`config.mk`:
```
export PLATFORM = sky130hd
export DESIGN_NAME = vga_timing_gen_flat
export DESIGN_NICKNAME = d
export VERILOG_FILES = /design/src/rtl/vga_timing_if.sv /design/src/rtl/vga_timing_gen.sv /design/src/flat_wrapper.sv
export SDC_FILE = /design/constraint.sdc
export NUM_CORES = 1
export LEC_CHECK = 0
export CORE_MARGIN = 2
export CORE_UTILIZATION = 47
export CTS_CLUSTER_DIAMETER = 50
export DETAILED_ROUTE_END_ITERATION = 16
export DONT_BUFFER_PORTS = 1
export PLACE_DENSITY = 0.68
export SLEW_MARGIN = 20
export SYNTH_ARGS = -nofsm -noshare
export SYNTH_HDL_FRONTEND = slang
export SYNTH_SLANG_ARGS = --single-unit
```
`constraint.sdc`:
```
create_clock -name i_clk -period 1.87 [get_ports i_clk]
set_input_delay 0.187 -clock i_clk [delete_from_list [all_inputs] [get_ports i_clk]]
set_output_delay 0.187 -clock i_clk [all_outputs]
set_load 0.1 [all_outputs]
```
`src/rtl/vga_timing_if.sv`:
```
// Control and raster-timing bundle between the timing generator and the pixel pipeline.
// The generator (master) receives run/restart and drives the registered timing outputs.
interface vga_timing_if #(
   parameter int unsigned CW = 11
);
   logic          en;
   logic          restart;
   logic          pix_tick;
   logic          hsync;
   logic          vsync;
   logic          vid_on;
   logic [CW-1:0] x;
   logic [CW-1:0] y;
   logic          line_start;
   logic          frame_start;

   modport master (
      input  en,
      input  restart,
      output pix_tick,
      output hsync,
      output vsync,
      output vid_on,
      output x,
      output y,
      output line_start,
      output frame_start
   );

   modport slave (
      output en,
      output restart,
      input  pix_tick,
      input  hsync,
      input  vsync,
      input  vid_on,
      input  x,
      input  y,
      input  line_start,
      input  frame_start
   );
endinterface

```
`src/rtl/vga_timing_gen.sv`:
```
// Parametrised raster timing generator: integer pixel-rate divider, h/v counters and a
// single registered output stage so every timing output is aligned and glitch-free.
module vga_timing_gen #(
   parameter int unsigned CW      = 11,
   parameter int unsigned CLK_DIV = 4,
   parameter int unsigned H_DISP  = 640,
   parameter int unsigned H_FP    = 16,
   parameter int unsigned H_SYNC  = 96,
   parameter int unsigned H_BP    = 48,
   parameter int unsigned V_DISP  = 480,
   parameter int unsigned V_FP    = 10,
   parameter int unsigned V_SYNC  = 2,
   parameter int unsigned V_BP    = 33,
   parameter bit          H_POL   = 1'b0,
   parameter bit          V_POL   = 1'b0
) (
   input  logic         i_clk,
   input  logic         i_rst_n,
   vga_timing_if.master bus
);

   localparam int unsigned H_TOTAL  = H_DISP + H_FP + H_SYNC + H_BP;
   localparam int unsigned V_TOTAL  = V_DISP + V_FP + V_SYNC + V_BP;
   localparam int unsigned HS_START = H_DISP + H_FP;
   localparam int unsigned HS_END   = H_DISP + H_FP + H_SYNC;
   localparam int unsigned VS_START = V_DISP + V_FP;
   localparam int unsigned VS_END   = V_DISP + V_FP + V_SYNC;
   localparam int unsigned DW       = (CLK_DIV > 1) ? $clog2(CLK_DIV) : 1;
   // One extra bit so decode bounds equal to 2^CW still compare correctly.
   localparam int unsigned XW       = CW + 1;

   if (64'(H_TOTAL) > (64'(1) << CW)) begin : g_chk_h
      $error("vga_timing_gen: H_TOTAL exceeds 2^CW");
   end
   if (64'(V_TOTAL) > (64'(1) << CW)) begin : g_chk_v
      $error("vga_timing_gen: V_TOTAL exceeds 2^CW");
   end
   if (CLK_DIV < 1) begin : g_chk_div
      $error("vga_timing_gen: CLK_DIV must be >= 1");
   end

   logic [DW-1:0] div_q, div_d;
   logic [CW-1:0] h_q, h_d;
   logic [CW-1:0] v_q, v_d;

   logic          pix_tick_q;
   logic          hsync_q;
   logic          vsync_q;
   logic          vid_on_q;
   logic [CW-1:0] x_q;
   logic [CW-1:0] y_q;
   logic          line_start_q;
   logic          frame_start_q;

   logic          tick_c;
   logic          h_last_c;
   logic          v_last_c;
   logic          hs_act_c;
   logic          vs_act_c;
   logic          vid_c;
   logic [XW-1:0] h_ext_c;
   logic [XW-1:0] v_ext_c;

   // Counter-state decode; consumed only by the output register stage.
   always_comb begin
      h_ext_c  = {1'b0, h_q};
      v_ext_c  = {1'b0, v_q};
      tick_c   = (div_q == DW'(CLK_DIV - 1));
      h_last_c = (h_q == CW'(H_TOTAL - 1));
      v_last_c = (v_q == CW'(V_TOTAL - 1));
      hs_act_c = (h_ext_c >= XW'(HS_START)) && (h_ext_c < XW'(HS_END));
      vs_act_c = (v_ext_c >= XW'(VS_START)) && (v_ext_c < XW'(VS_END));
      vid_c    = (h_ext_c < XW'(H_DISP)) && (v_ext_c < XW'(V_DISP));
   end

   // Next counter state for an enabled cycle; v only moves on the tick that wraps h.
   always_comb begin
      div_d = div_q + DW'(1);
      h_d   = h_q;
      v_d   = v_q;
      if (tick_c) begin
         div_d = '0;
         if (h_last_c) begin
            h_d = '0;
            v_d = v_last_c ? '0 : v_q + CW'(1);
         end else begin
            h_d = h_q + CW'(1);
         end
      end
   end

   // Divider and raster counters; restart outranks the run enable.
   always_ff @(posedge i_clk or negedge i_rst_n) begin
      if (!i_rst_n) begin
         div_q <= '0;
         h_q   <= '0;
         v_q   <= '0;
      end else if (bus.restart) begin
         div_q <= '0;
         h_q   <= '0;
         v_q   <= '0;
      end else if (bus.en) begin
         div_q <= div_d;
         h_q   <= h_d;
         v_q   <= v_d;
      end
   end

   // Output stage: one cycle behind the counters, all outputs loaded together.
   always_ff @(posedge i_clk or negedge i_rst_n) begin
      if (!i_rst_n) begin
         pix_tick_q    <= 1'b0;
         hsync_q       <= ~H_POL;
         vsync_q       <= ~V_POL;
         vid_on_q      <= 1'b0;
         x_q           <= '0;
         y_q           <= '0;
         line_start_q  <= 1'b0;
         frame_start_q <= 1'b0;
      end else if (bus.restart) begin
         pix_tick_q    <= 1'b0;
         hsync_q       <= ~H_POL;
         vsync_q       <= ~V_POL;
         vid_on_q      <= 1'b0;
         x_q           <= '0;
         y_q           <= '0;
         line_start_q  <= 1'b0;
         frame_start_q <= 1'b0;
      end else if (bus.en) begin
         pix_tick_q    <= tick_c;
         hsync_q       <= hs_act_c ? H_POL : ~H_POL;
         vsync_q       <= vs_act_c ? V_POL : ~V_POL;
         vid_on_q      <= vid_c;
         x_q           <= vid_c ? h_q : '0;
         y_q           <= vid_c ? v_q : '0;
         line_start_q  <= tick_c && (h_q == '0);
         frame_start_q <= tick_c && (h_q == '0) && (v_q == '0);
      end
   end

   assign bus.pix_tick    = pix_tick_q;
   assign bus.hsync       = hsync_q;
   assign bus.vsync       = vsync_q;
   assign bus.vid_on      = vid_on_q;
   assign bus.x           = x_q;
   assign bus.y           = y_q;
   assign bus.line_start  = line_start_q;
   assign bus.frame_start = frame_start_q;

endmodule

```
`src/flat_wrapper.sv`:
```
// flat-port wrapper written by rule: the top's interface ports become plain ports
module vga_timing_gen_flat 
#(
   parameter int unsigned CW      = 11,
   parameter int unsigned CLK_DIV = 4,
   parameter int unsigned H_DISP  = 640,
   parameter int unsigned H_FP    = 16,
   parameter int unsigned H_SYNC  = 96,
   parameter int unsigned H_BP    = 48,
   parameter int unsigned V_DISP  = 480,
   parameter int unsigned V_FP    = 10,
   parameter int unsigned V_SYNC  = 2,
   parameter int unsigned V_BP    = 33,
   parameter bit          H_POL   = 1'b0,
   parameter bit          V_POL   = 1'b0
)
  (i_clk, i_rst_n, bus_en, bus_restart, bus_pix_tick, bus_hsync, bus_vsync, bus_vid_on, bus_x, bus_y, bus_line_start, bus_frame_start);
  vga_timing_if #(.CW(CW)) bus_i ();
  input  logic i_clk;
  input  logic i_rst_n;
  input wire logic [$bits(bus_i.en)-1:0] bus_en;
  input wire logic [$bits(bus_i.restart)-1:0] bus_restart;
  output wire logic [$bits(bus_i.pix_tick)-1:0] bus_pix_tick;
  output wire logic [$bits(bus_i.hsync)-1:0] bus_hsync;
  output wire logic [$bits(bus_i.vsync)-1:0] bus_vsync;
  output wire logic [$bits(bus_i.vid_on)-1:0] bus_vid_on;
  output wire logic [$bits(bus_i.x)-1:0] bus_x;
  output wire logic [$bits(bus_i.y)-1:0] bus_y;
  output wire logic [$bits(bus_i.line_start)-1:0] bus_line_start;
  output wire logic [$bits(bus_i.frame_start)-1:0] bus_frame_start;
  assign bus_i.en = bus_en;
  assign bus_i.restart = bus_restart;
  assign bus_pix_tick = bus_i.pix_tick;
  assign bus_hsync = bus_i.hsync;
  assign bus_vsync = bus_i.vsync;
  assign bus_vid_on = bus_i.vid_on;
  assign bus_x = bus_i.x;
  assign bus_y = bus_i.y;
  assign bus_line_start = bus_i.line_start;
  assign bus_frame_start = bus_i.frame_start;
  vga_timing_gen #(.CW(CW), .CLK_DIV(CLK_DIV), .H_DISP(H_DISP), .H_FP(H_FP), .H_SYNC(H_SYNC), .H_BP(H_BP), .V_DISP(V_DISP), .V_FP(V_FP), .V_SYNC(V_SYNC), .V_BP(V_BP), .H_POL(H_POL), .V_POL(V_POL)) u_core (.i_clk(i_clk), .i_rst_n(i_rst_n), .bus(bus_i));
endmodule
```
* Yosys cells after proc, flatten, opt, wreduce, memory -nomap -nowiden
Cells that the tools add are included.
** Cells by class
- Add/sub/neg operators :: 3
- Multiply operators :: 0
- Divide/modulo/power cells :: 0
- Order comparisons :: 6
- Eq/ne operators :: 3
- Shifts and indexed selects :: 0
- Mux-type cells :: 32
- Bitwise gates (word level) :: 0
- Reductions and logical operators :: 12
** Operator list (count)
- 11-bit 2-to-1 mux :: 15
- 11-bit by 1-bit adder with 11-bit output, second input constant :: 2
- 11-bit by 10-bit equality test with 1-bit output, second input constant :: 2
- 11-bit zero test :: 2
- 11-bit by 10-bit less-than comparator with 1-bit output, second input constant :: 2
- 11-bit by 9-bit less-than comparator with 1-bit output, second input constant :: 2
- 1-bit 2-to-1 mux :: 14
- 11-bit by 10-bit >= comparator with 1-bit output, second input constant :: 1
- 11-bit by 9-bit >= comparator with 1-bit output, second input constant :: 1
- 2-bit 2-to-1 mux :: 3
- 2-bit nonzero test :: 3
- 1-bit logical AND :: 5
- 3-bit AND reduction :: 1
- 2-bit by 1-bit adder with 2-bit output, second input constant :: 1
- 2-bit equality test, second input constant :: 1
- 2-bit AND reduction :: 1
** Storage, ports and cells
- Register bits :: 52
- Latch bits :: 0
- Memory bits (writable) :: 0
- ROM bits :: 0
- Output and inout port bits :: 28
- Logic and storage cells :: 67
- Memories :: 0

* Logic depth before layout (Yosys ltp)
- Depth after elaboration :: 6
- Gate-level depth with buffers :: 7
- Depth with buffers taken out :: 6

* Worst setup path after synthesis
Ideal clock, no wire load.
- Path kind :: register to register
- Start :: register u_core.v_q[0]
- End :: register u_core.v_q[8]
- Setup time :: 80 ps
- Arrival :: 1656 ps
- Required time :: 1790 ps
- Slack :: 134 ps
- Cell stages (with the launch flop) :: 8
- Clock period less this slack :: 1736 ps
- Path through :: dfrtp_1 -> inv_1 -> ha_1 -> nor4b_1 -> a31o_1 -> buf_6 -> or4_4 -> o211ai_2
** Between the ends
- Cells in the longest elaborated chain, start to end :: 6
- Elaborated cells between the ends (all ways) :: 7
- Those cells by class :: add/sub (1); eq/ne (1); mux (5)
** RTL lines
- from (decl) :: line vga_timing_gen.sv:44 : logic [CW-1:0] v_q, v_d;
- from (signal assigned) :: line vga_timing_gen.sv:105 : v_q <= v_d;
- 11-bit by 1-bit adder with 11-bit output or 11-bit by 10-bit equality test with 1-bit output (tied branches) :: line vga_timing_gen.sv:85, vga_timing_gen.sv:70
- 11-bit 2-to-1 mux (*) :: line vga_timing_gen.sv:85 : v_d = v_last_c ? '0 : v_q + CW'(1);
- 11-bit 2-to-1 mux (*) :: line vga_timing_gen.sv:83 : if (h_last_c) begin
- 11-bit 2-to-1 mux (*) :: line vga_timing_gen.sv:81 : if (tick_c) begin
- 11-bit 2-to-1 mux (*) :: line vga_timing_gen.sv:102 : end else if (bus.en) begin
- 11-bit 2-to-1 mux (*) :: line vga_timing_gen.sv:98 : end else if (bus.restart) begin
Every way passes the cells marked *; elsewhere a longest branch is shown, timed or not. The select of a mux whose other input is x is not followed.
A chain may end at the register's enable or synchronous reset.

* Final worst setup path
- Start :: register u_core.h_q[1]
- End :: register u_core.v_q[6]
** Between the ends
- Cells in the longest elaborated chain, start to end :: 3
** RTL lines
- from (decl) :: line vga_timing_gen.sv:43 : logic [CW-1:0] h_q, h_d;
- from (signal assigned) :: line vga_timing_gen.sv:96 : h_q <= '0;
- from (signal assigned) :: line vga_timing_gen.sv:100 : h_q <= '0;
- from (signal assigned) :: line vga_timing_gen.sv:104 : h_q <= h_d;
- 11-bit by 10-bit equality test with 1-bit output :: line vga_timing_gen.sv:69 : h_last_c = (h_q == CW'(H_TOTAL - 1));
- 2-bit nonzero test (no line)
- 3-bit AND reduction (no line)
Every way passes these cells.

==> flow_metrics.py <==
metrics = {
    "finish": {
        "finalNonFillerCells": 350,
        "finalCoreUtilization": 0.595,
        "post_route_cells_drive_above_1_share": 0.261,
        "layout_common_cells": "buf_4 (52), dfrtp_1 (50), nand2_1 (21), nor2_1 (19), a22o_1 (19)",
        "layout_commonest_cell": "buf_4",
        "num_antenna_cells": 0,
        "area_delta_synth_final_pct": 21.7,
        "nNetsFinal": 288,
    },
    "sta": {
        "rsz0062_at_grt": "false",
        "finalCriticalPeriod_ps": 1780,
        "slew_viol_final": 0,
        "final.setup.tns_ps": 0,
        "fin_skew_ps": 7.41,
        "min_period_over_period": 0.951,
        "whs_ps": 27.0,
        "max_slew_margin": 0.653,
        "hold_viol": 0,
        "max_freq_mhz": 562,
        "worst_pin_slew_ps": 521,
        "final-setup-viol-count": 0,
    },
    "synth": {
        "synth_fp_nets": 244,
        "avgSynthCellArea_um2": 10.7,
        "postSynthCellCount": 235,
        "async_flop_share": 1.00,
        "ys_seq_area_frac": 0.518,
        "synth_edf_count": 0,
        "synth-seq-cells": 52,
        "yosys.cell_types.count": 53,
        "yosys_most_used_dff": "dfrtp_1",
        "netlist_area_um2": 2510,
        "yosys_warnings": 0,
    },
    "clock_network": {
        "postCtsSetupRepairBufs": 0,
        "cts_sinks": 52,
        "cts_root_buf": "clkbuf_8",
        "clk_pin_slew_ps": 100,
        "cts.htree.levels": 2,
        "clk_latency_ps": 310,
        "cts_tree": "yes",
        "cts_max_path_buffers": 2,
        "cts_inserted_buffers": 5,
    },
    "worst_setup_path": {
        "cp.arrival_ps": 2020,
        "setup.worst_path.end_class": "flop",
        "startpoint_type": "flop",
        "cpMaxStageDelayCell": "or4_1",
        "path_max_fanout": 9,
        "cp_cell_sequence": "ha_4 > and4_4 > nand4_4 > or4_1 > o211ai_1",
        "cp.required_ps": 2110,
        "critPathMaxStageDelay_ps": 550,
        "crit_type": "flop to flop",
    },
    "power": {
        "leakagePower_nw": 1.40,
        "total_power_w": 0.00205,
        "power_density_nw_per_um2": 669,
        "max-vdd-ir-drop_uv": 367,
    },
    "grt": {
        "grt_max_degree": 53,
        "antenna_found_initial": 0,
        "gr-total-overflow": 0,
        "grt_pass1_vias": 1900,
        "grt_pass1_wl_mm": 9.41,
        "grt_usage": 0.201,
    },
    "floorplanning": {
        "rows": 26,
        "ios": 32,
        "coreArea_um2": 5140,
        "die_w_um": 77.2,
        "start_util": 0.489,
        "die-area_um2": 5950,
        "die_y_um": 77.2,
    },
    "place": {
        "dp.final_hpwl_mm": 4.06,
        "gp_congestion": 0.965,
        "dp.cells": 339,
        "port_buffers": 0,
    },
    "route": {
        "drtIter0Drc": 170,
        "postRouteAntennaNets": 0,
        "wl_mm": 5.67,
        "avgRoutedWirePerCell_um": 16.2,
        "vias": 1994,
        "post-route-drc-count": 0,
        "avgViaCountPerCell": 5.70,
        "firstDrtPassIters": 4,
    },
    "outcome": {
        "status": "complete, no violations",
    },
    "hold_path": {
        "hp-class": "input port to flop",
    },
    "flow_run": {
        "maxCapViolCount": 0,
    },
}
[per-layer routing]
metal	vias up	wire length (um)	global-route usage
met5	-	0	0
met4	0	76	0.0696
met3	10	312	0.0435
met2	56	2540	0.299
met1	980	2730	0.290
li1	948	-	-
[state kept, by name (all words and copies together) (netlist names)]
name,count
u_core.bus.frame_start,1
u_core.bus.hsync,1
u_core.bus.line_start,1
u_core.bus.pix_tick,1
u_core.bus.vid_on,1
u_core.bus.vsync,1
u_core.bus.x,11
u_core.bus.y,11
u_core.div_q,2
u_core.h_q,11
u_core.v_q,11
[worst paths after layout]
| path | cells past startpoint | start | slack (ps) | to |
|---|---|---|---|---|
| worst max-delay path | 5 | u_core.h_q[1] | 90 | u_core.v_q[6] |
| worst min register to register | 1 | u_core.bus.x[5] | 510 | u_core.bus.x[5] |
| worst min-delay path | 2 | bus_restart | 30 | u_core.bus.vsync |
| worst max register to register | 5 | u_core.h_q[1] | 90 | u_core.v_q[6] |
| min in group asynchronous | 2 | i_rst_n | 370 | u_core.bus.y[10] |
| max in group asynchronous | 2 | i_rst_n | 1220 | u_core.bus.hsync |
[synth_stat cells (3+ instances only)]
master    instances  area, um2
and2_1            4       25.0
ha_1              5       62.6
nand2_1          21       78.8
buf_2             6       30.0
nand4_1           6       37.5
clkbuf_1          6       22.5
nand3_1           7       35.0
nor4_1            7       43.8
dfrtp_1          50       1250
nor2_1           19       71.3
o21ai_0           6       30.0
a21oi_1           4       20.0
xnor2_1           7       61.3
inv_1             7       26.3
and4_1            3       26.3
a22o_1           19        166
nor3_1            7       35.0
buf_6             4       45.0
nor4b_1           4       35.0
xor2_1            3       26.3
[power by group]
part	internal, W	switching (W)
clock	0.000276	0.000407
sequential	0.00114	0.0000132
combinational	0.0000656	0.000144
total	0.00148	0.000565
[critical path, delay by kind of cell (launching register included)]
family / cells / cell delay [ps]
AND/OR/NAND/NOR: 3 / 990
flip-flops: 1 / 440
AO/OA/AOI/OAI: 1 / 90
adder cells (fa/ha/maj): 1 / 180
[area by class of cell]
type	instances	area (um2)
fill	440	2080
sequential	52	1300
multi-input combinational	157	1090
timing repair buffer	56	458
tap	70	87.6
clock buffer	5	68.8
clock inverter	3	26.3
inverter	7	26.3
[cell families after synthesis]
logic type	share of synthesized area
buffers and inverters	0.0562
AOI/OAI and AO/OA	0.155
and+or+nand+nor	0.207
muxes	0.00398
adders and majority gates	0.0249
xor gates and xnor gates	0.0348
DFF	0.518
[stage by stage]
stage	worst slack (ps)	cell area, um2
2_1_floorplan	134	2510
3_3_place_gp	102	2900
3_5_place_dp	63.7	2900
4_1_cts	36.3	3040
5_1_grt	7.01	3060
6_report	91.9	3060
[what timing repair did]
action,CTS,global route
hold endpoints to repair,58,0
endpoints found under the setup margin,0,11
gates resized for setup,0,4
hold buffers,3,0
(Power assumes the default switching activity.)
